$ cat src/rtl/blocking_seq_ctrl_if.sv
// Handshake and register bus for the blocking_seq_ctrl sequencer.
// The master drives the run controls and init values; the slave returns the registers and status.
interface blocking_seq_ctrl_if #(
  parameter int WIDTH = 32,
  parameter int ITER  = 4
);
  localparam int ICW = $clog2(ITER + 1);

  logic             start;
  logic             abort;
  logic [WIDTH-1:0] init_a;
  logic [WIDTH-1:0] init_b;
  logic [WIDTH-1:0] init_c;
  logic [WIDTH-1:0] init_d;
  logic [WIDTH-1:0] a;
  logic [WIDTH-1:0] b;
  logic [WIDTH-1:0] c;
  logic [WIDTH-1:0] d;
  logic             busy;
  logic             done;
  logic [1:0]       step;
  logic [ICW-1:0]   iter_cnt;

  modport master (
    output start, abort, init_a, init_b, init_c, init_d,
    input  a, b, c, d, busy, done, step, iter_cnt
  );

  modport slave (
    input  start, abort, init_a, init_b, init_c, init_d,
    output a, b, c, d, busy, done, step, iter_cnt
  );
endinterface

$ cat src/rtl/blocking_seq_ctrl.sv
// Clocked sequencer for the chain a=b+c, d=a-3, b=d+10, c=c+1.
// Each update waits out a STEP_CYCLES timer; the four-step chain repeats ITER times.
module blocking_seq_ctrl #(
  parameter int WIDTH       = 32,
  parameter int ITER        = 4,
  parameter int STEP_CYCLES = 5
) (
  input  logic               clk,
  input  logic               rst,
  blocking_seq_ctrl_if.slave bus
);
  localparam int ICW = $clog2(ITER + 1);
  localparam int TW  = (STEP_CYCLES > 1) ? $clog2(STEP_CYCLES) : 1;
  localparam logic [TW-1:0]  TIMER_RELOAD = TW'(STEP_CYCLES - 1);
  localparam logic [ICW-1:0] LAST_ITER    = ICW'(ITER - 1);

  typedef enum logic [1:0] {IDLE, RUN, DONE} state_t;

  state_t           state;
  logic [WIDTH-1:0] a_r;
  logic [WIDTH-1:0] b_r;
  logic [WIDTH-1:0] c_r;
  logic [WIDTH-1:0] d_r;
  logic             busy_r;
  logic             done_r;
  logic [1:0]       step_r;
  logic [ICW-1:0]   iter_r;
  logic [TW-1:0]    timer;

  always_ff @(posedge clk) begin
    if (rst) begin
      state  <= IDLE;
      a_r    <= '0;
      b_r    <= '0;
      c_r    <= '0;
      d_r    <= '0;
      busy_r <= 1'b0;
      done_r <= 1'b0;
      step_r <= 2'd0;
      iter_r <= '0;
      timer  <= '0;
    end else begin
      done_r <= 1'b0;
      case (state)
        IDLE: begin
          if (bus.start) begin
            a_r    <= bus.init_a;
            b_r    <= bus.init_b;
            c_r    <= bus.init_c;
            d_r    <= bus.init_d;
            step_r <= 2'd0;
            iter_r <= '0;
            timer  <= TIMER_RELOAD;
            busy_r <= 1'b1;
            state  <= RUN;
          end
        end
        RUN: begin
          // abort beats any update due on the same edge; step/iter stay for debug
          if (bus.abort) begin
            busy_r <= 1'b0;
            state  <= IDLE;
          end else if (timer != '0) begin
            timer <= timer - TW'(1);
          end else begin
            timer  <= TIMER_RELOAD;
            step_r <= step_r + 2'd1;
            case (step_r)
              2'd0: a_r <= b_r + c_r;
              2'd1: d_r <= a_r - WIDTH'(3);
              2'd2: b_r <= d_r + WIDTH'(10);
              2'd3: c_r <= c_r + WIDTH'(1);
            endcase
            if (step_r == 2'd3) begin
              iter_r <= iter_r + ICW'(1);
              if (iter_r == LAST_ITER) begin
                busy_r <= 1'b0;
                done_r <= 1'b1;
                state  <= DONE;
              end
            end
          end
        end
        DONE: begin
          state <= IDLE;
        end
        default: begin
          busy_r <= 1'b0;
          state  <= IDLE;
        end
      endcase
    end
  end

  assign bus.a        = a_r;
  assign bus.b        = b_r;
  assign bus.c        = c_r;
  assign bus.d        = d_r;
  assign bus.busy     = busy_r;
  assign bus.done     = done_r;
  assign bus.step     = step_r;
  assign bus.iter_cnt = iter_r;
endmodule

$ cat src/flat_wrapper.sv
// flat-port wrapper written by rule: the top's interface ports become plain ports
module blocking_seq_ctrl_flat 
#(
  parameter int WIDTH       = 32,
  parameter int ITER        = 4,
  parameter int STEP_CYCLES = 5
)
  (clk, rst, bus_start, bus_abort, bus_init_a, bus_init_b, bus_init_c, bus_init_d, bus_a, bus_b, bus_c, bus_d, bus_busy, bus_done, bus_step, bus_iter_cnt);
  blocking_seq_ctrl_if #(.WIDTH(WIDTH), .ITER(ITER)) bus_i ();
  input  logic clk;
  input  logic rst;
  input wire logic [$bits(bus_i.start)-1:0] bus_start;
  input wire logic [$bits(bus_i.abort)-1:0] bus_abort;
  input wire logic [$bits(bus_i.init_a)-1:0] bus_init_a;
  input wire logic [$bits(bus_i.init_b)-1:0] bus_init_b;
  input wire logic [$bits(bus_i.init_c)-1:0] bus_init_c;
  input wire logic [$bits(bus_i.init_d)-1:0] bus_init_d;
  output wire logic [$bits(bus_i.a)-1:0] bus_a;
  output wire logic [$bits(bus_i.b)-1:0] bus_b;
  output wire logic [$bits(bus_i.c)-1:0] bus_c;
  output wire logic [$bits(bus_i.d)-1:0] bus_d;
  output wire logic [$bits(bus_i.busy)-1:0] bus_busy;
  output wire logic [$bits(bus_i.done)-1:0] bus_done;
  output wire logic [$bits(bus_i.step)-1:0] bus_step;
  output wire logic [$bits(bus_i.iter_cnt)-1:0] bus_iter_cnt;
  assign bus_i.start = bus_start;
  assign bus_i.abort = bus_abort;
  assign bus_i.init_a = bus_init_a;
  assign bus_i.init_b = bus_init_b;
  assign bus_i.init_c = bus_init_c;
  assign bus_i.init_d = bus_init_d;
  assign bus_a = bus_i.a;
  assign bus_b = bus_i.b;
  assign bus_c = bus_i.c;
  assign bus_d = bus_i.d;
  assign bus_busy = bus_i.busy;
  assign bus_done = bus_i.done;
  assign bus_step = bus_i.step;
  assign bus_iter_cnt = bus_i.iter_cnt;
  blocking_seq_ctrl #(.WIDTH(WIDTH), .ITER(ITER), .STEP_CYCLES(STEP_CYCLES)) u_core (.clk(clk), .rst(rst), .bus(bus_i));
endmodule
$ cat config.mk
export PLATFORM = sky130hd
export DESIGN_NAME = blocking_seq_ctrl_flat
export DESIGN_NICKNAME = d
export VERILOG_FILES = /design/src/rtl/blocking_seq_ctrl_if.sv /design/src/rtl/blocking_seq_ctrl.sv /design/src/flat_wrapper.sv
export SDC_FILE = /design/constraint.sdc
export NUM_CORES = 1
export LEC_CHECK = 0
export ABC_AREA = 1
export CORE_MARGIN = 2
export CORE_UTILIZATION = 39
export DETAILED_ROUTE_END_ITERATION = 10
export DONT_BUFFER_PORTS = 1
export SYNTH_ARGS = -nofsm -noshare
export SYNTH_HDL_FRONTEND = slang
export SYNTH_SLANG_ARGS = --single-unit
$ cat constraint.sdc
create_clock -name clk -period 3.45 [get_ports clk]
set_input_delay 0.69 -clock clk [delete_from_list [all_inputs] [get_ports clk]]
set_output_delay 0.69 -clock clk [all_outputs]
set_load 0.05 [all_outputs]
==> run metrics <==
status finished, final reports clean; delay-heaviest family, CP simple AND/OR/NAND/NOR gates; crit-path most repeated cell nand2_1; Clock Path Buffers 2; Flop pwr share 39.0%; Setup-failing EPs final 0; Power Density 480.2 nW/um2; Distinct cells, synth 54; Site Rows 61; Synth Register Bits 140; layout cells sized above 1 9.836%; setup TNS 0 ns; post-DP HPWL 33510 um; mapped cell area between 10000 and 15000 um2; Comb pwr share between 20% and 30%; final net count around 2000; R2R Setup Slk 0.95 ns; CTS clk-pin slew, worst paths approximately 0.07 ns; post-route cell area 12230 um2; post-place setup slack 0.9687 ns; Hold Buf Count CTS 0; Psw 2542 uW; Setup Skew 0.01556 ns; routed wire length around 43000 um; Setup Fix Bufs, Post-CTS 0; total clock buffers created by CTS 17; count leader, synth nand2_1; Final min period 2.502 ns; unrepaired setup endpoints after global routing false; syn_nets 1973; clock sink count 140; Critical path buffers and inverters 0; worst setup margin ~0.95 ns; Tot Pwr between 5000 and 6000 uW; startpoint types register; Layout area overhead 11.46%; input/output buffers 0; synth warn 0; worst-skew pair later-pin latency 0.44 ns; Die Span Y between 150 and 200 um; Relative slew margins 48.05%; initial antenna violation count 2; post_cts resized 0; die area between 20000 and 30000 um2; Peak VDD IR 335.3 uV; Placer Congestion 0.9449; antenna viol nets, final 0; Max Cap Viol 0; Post-synth EDFFs 0; CP required 3.78 ns; core footprint 27710 um2; H-tree levels 4; leading area contributor after synthesis dfxtp_1; top post-synthesis cells by area dfxtp_1 26%, nand2_1 18%, a21oi_1 8.3%; Worst EP arrival between 2 and 3 ns; Seq/Total Area, Yosys between 20% and 30%; Ports 267; Worst path max stage delay around 0.48 ns; fillers 3060; WL per Instance 19.38 um; worst hold path class in -> reg; Fin. Hold Viols 0; Least-Margin Pin Slew 0.7782 ns; DR vias 11709; Overall Global Routing Usage ~29%; predominant post-synthesis flop cell dfxtp_1; CTS root buf clkbuf_16; syn_area_per_cell 6.099 um2; CTS tree yes; Fmax 0.3997 GHz; Pint 3331 uW; crit end category register; maximum number of pins on one net before global-route repair 89; post-synth top area share 25.54%; Die W roughly 170 um; asr flop ratio synth 0%; Fin Hold WS approximately 0.32 ns; drt first pass iters 8; final period utilization between 70% and 80%; sw frac between 40 and 50%; Leakage 0.005413 uW; Post-DP Area 11650 um2; most frequent cells after synthesis 513 x nand2_1, 207 x nor2_1, 192 x inv_1; Initial Util a little under 40%; worst path cell trace ha_1, fa_1, nand3_1, nand3_1, nand2_1, nand2_1, nand2_1, nand2_1, nand2_1, nand2_1, nand2_1, nand3_1, nand2_1, a21oi_2; CP max stage cell dfxtp_1; DRC viols 0; Clk pwr share between 30% and 40%; global-route wire length before repair 64500 um; crit path kind reg -> reg; crit-path max FO 4; vias per cell 5.301; final-report max-slew violation count 0; global route total overflow 0; vias in the first global route approximately 11000; DR iter-0 viols 926; cell count after synthesis around 1800
worst register-to-register path, cell delays in order (launching register included):
cell and delay, ns:
dfxtp_1 0.48, ha_1 0.34, fa_1 0.44, nand3_1 0.11
nand3_1 0.17, nand2_1 0.11, nand2_1 0.10, nand2_1 0.07
nand2_1 0.13, nand2_1 0.13, nand2_1 0.05, nand2_1 0.06
nand3_1 0.06, nand2_1 0.09, a21oi_2 0.05
cell families after synthesis:
family / synth area share (%)
buffers and inverters: 10.47
AND/OR/NAND/NOR: 37.39
flip-flops: 25.54
AO/OA/AOI/OAI: 17.82
adder cells (fa/ha/maj): 4.858
XOR/XNOR: 3.911
per-stage QoR:
| stage | utilization, % | cells |
|---|---|---|
| 2_1_floorplan | - | 1799 |
| 3_3_place_gp | 42.07 | 2176 |
| 3_5_place_dp | 42.07 | 2176 |
| 4_1_cts | 44.13 | 2208 |
| 5_1_grt | 44.13 | 2208 |
| 6_report | 44.14 | 2209 |
power groups by stage:
| stage | combinational [uW] | clock, uW | sequential [uW] |
|---|---|---|---|
| floorplan | 1010 | 0 | 2540 |
| global placement | 1720 | 0 | 2320 |
| detailed placement | 1730 | 0 | 2320 |
| CTS | 1740 | 1860 | 2290 |
| global route | 1920 | 1940 | 2310 |
| finish | 1740 | 1850 | 2290 |
path summary, 6_finish.rpt:
check,endpoint,cells after the start,startpoint
min,u_core.bus.a[4],1,rst
min reg2reg,u_core.timer[2],2,u_core.timer[2]
max reg2reg,u_core.bus.a[22],14,u_core.bus.b[0]
max,u_core.bus.a[22],14,u_core.bus.b[0]
cells in the final DEF, fill, tap and decap left out, types with 5 or more instances in the layout:
master      count
a211oi_1        6
a21oi_1       182
a221oi_1        9
a31oi_1        13
buf_4          65
clkbuf_16      17
clkinvlp_4      5
dfxtp_1       140
ha_1           41
inv_1         192
inv_2          11
nand2_1       513
nand2_2         7
nand3_1        98
nand3b_1        9
nand4_1        27
nor2_1        207
nor2_2         22
nor2_4         10
nor3_1         28
o211ai_1       17
o21ai_0        93
xnor2_1        11
xor2_1         38
flip-flops by register name, indices dropped and copies added, names as in the netlist:
register             count
u_core.bus.a            32
u_core.bus.b            32
u_core.bus.busy          1
u_core.bus.c            32
u_core.bus.d            32
u_core.bus.done          1
u_core.bus.iter_cnt      3
u_core.bus.step          2
u_core.state             2
u_core.timer             3
layer usage:
layer	up-vias	global-route usage (%)	share of wire [%]
li1	5889	-	-
met2	429	45.42	44
met5	-	0	0.030
met3	70	8.491	9.1
met4	2	11.00	3.4
met1	5319	37.25	44
area by class of cell:
| cell class | count | area [um2] | share of cell area, % |
|---|---|---|---|
| multi-input combinational | 1385 | 7041 | 57.57 |
| sequential | 140 | 2803 | 22.92 |
| inverter | 204 | 770.7 | 6.302 |
| timing repair buffer | 69 | 568.0 | 4.645 |
| tap | 378 | 473.0 | 3.867 |
| clock buffer | 21 | 460.4 | 3.765 |
| clock inverter | 11 | 111.4 | 0.9106 |
| antenna | 1 | 2.502 | 0.02046 |
Note: power is estimated with default switching activity, not from simulation.
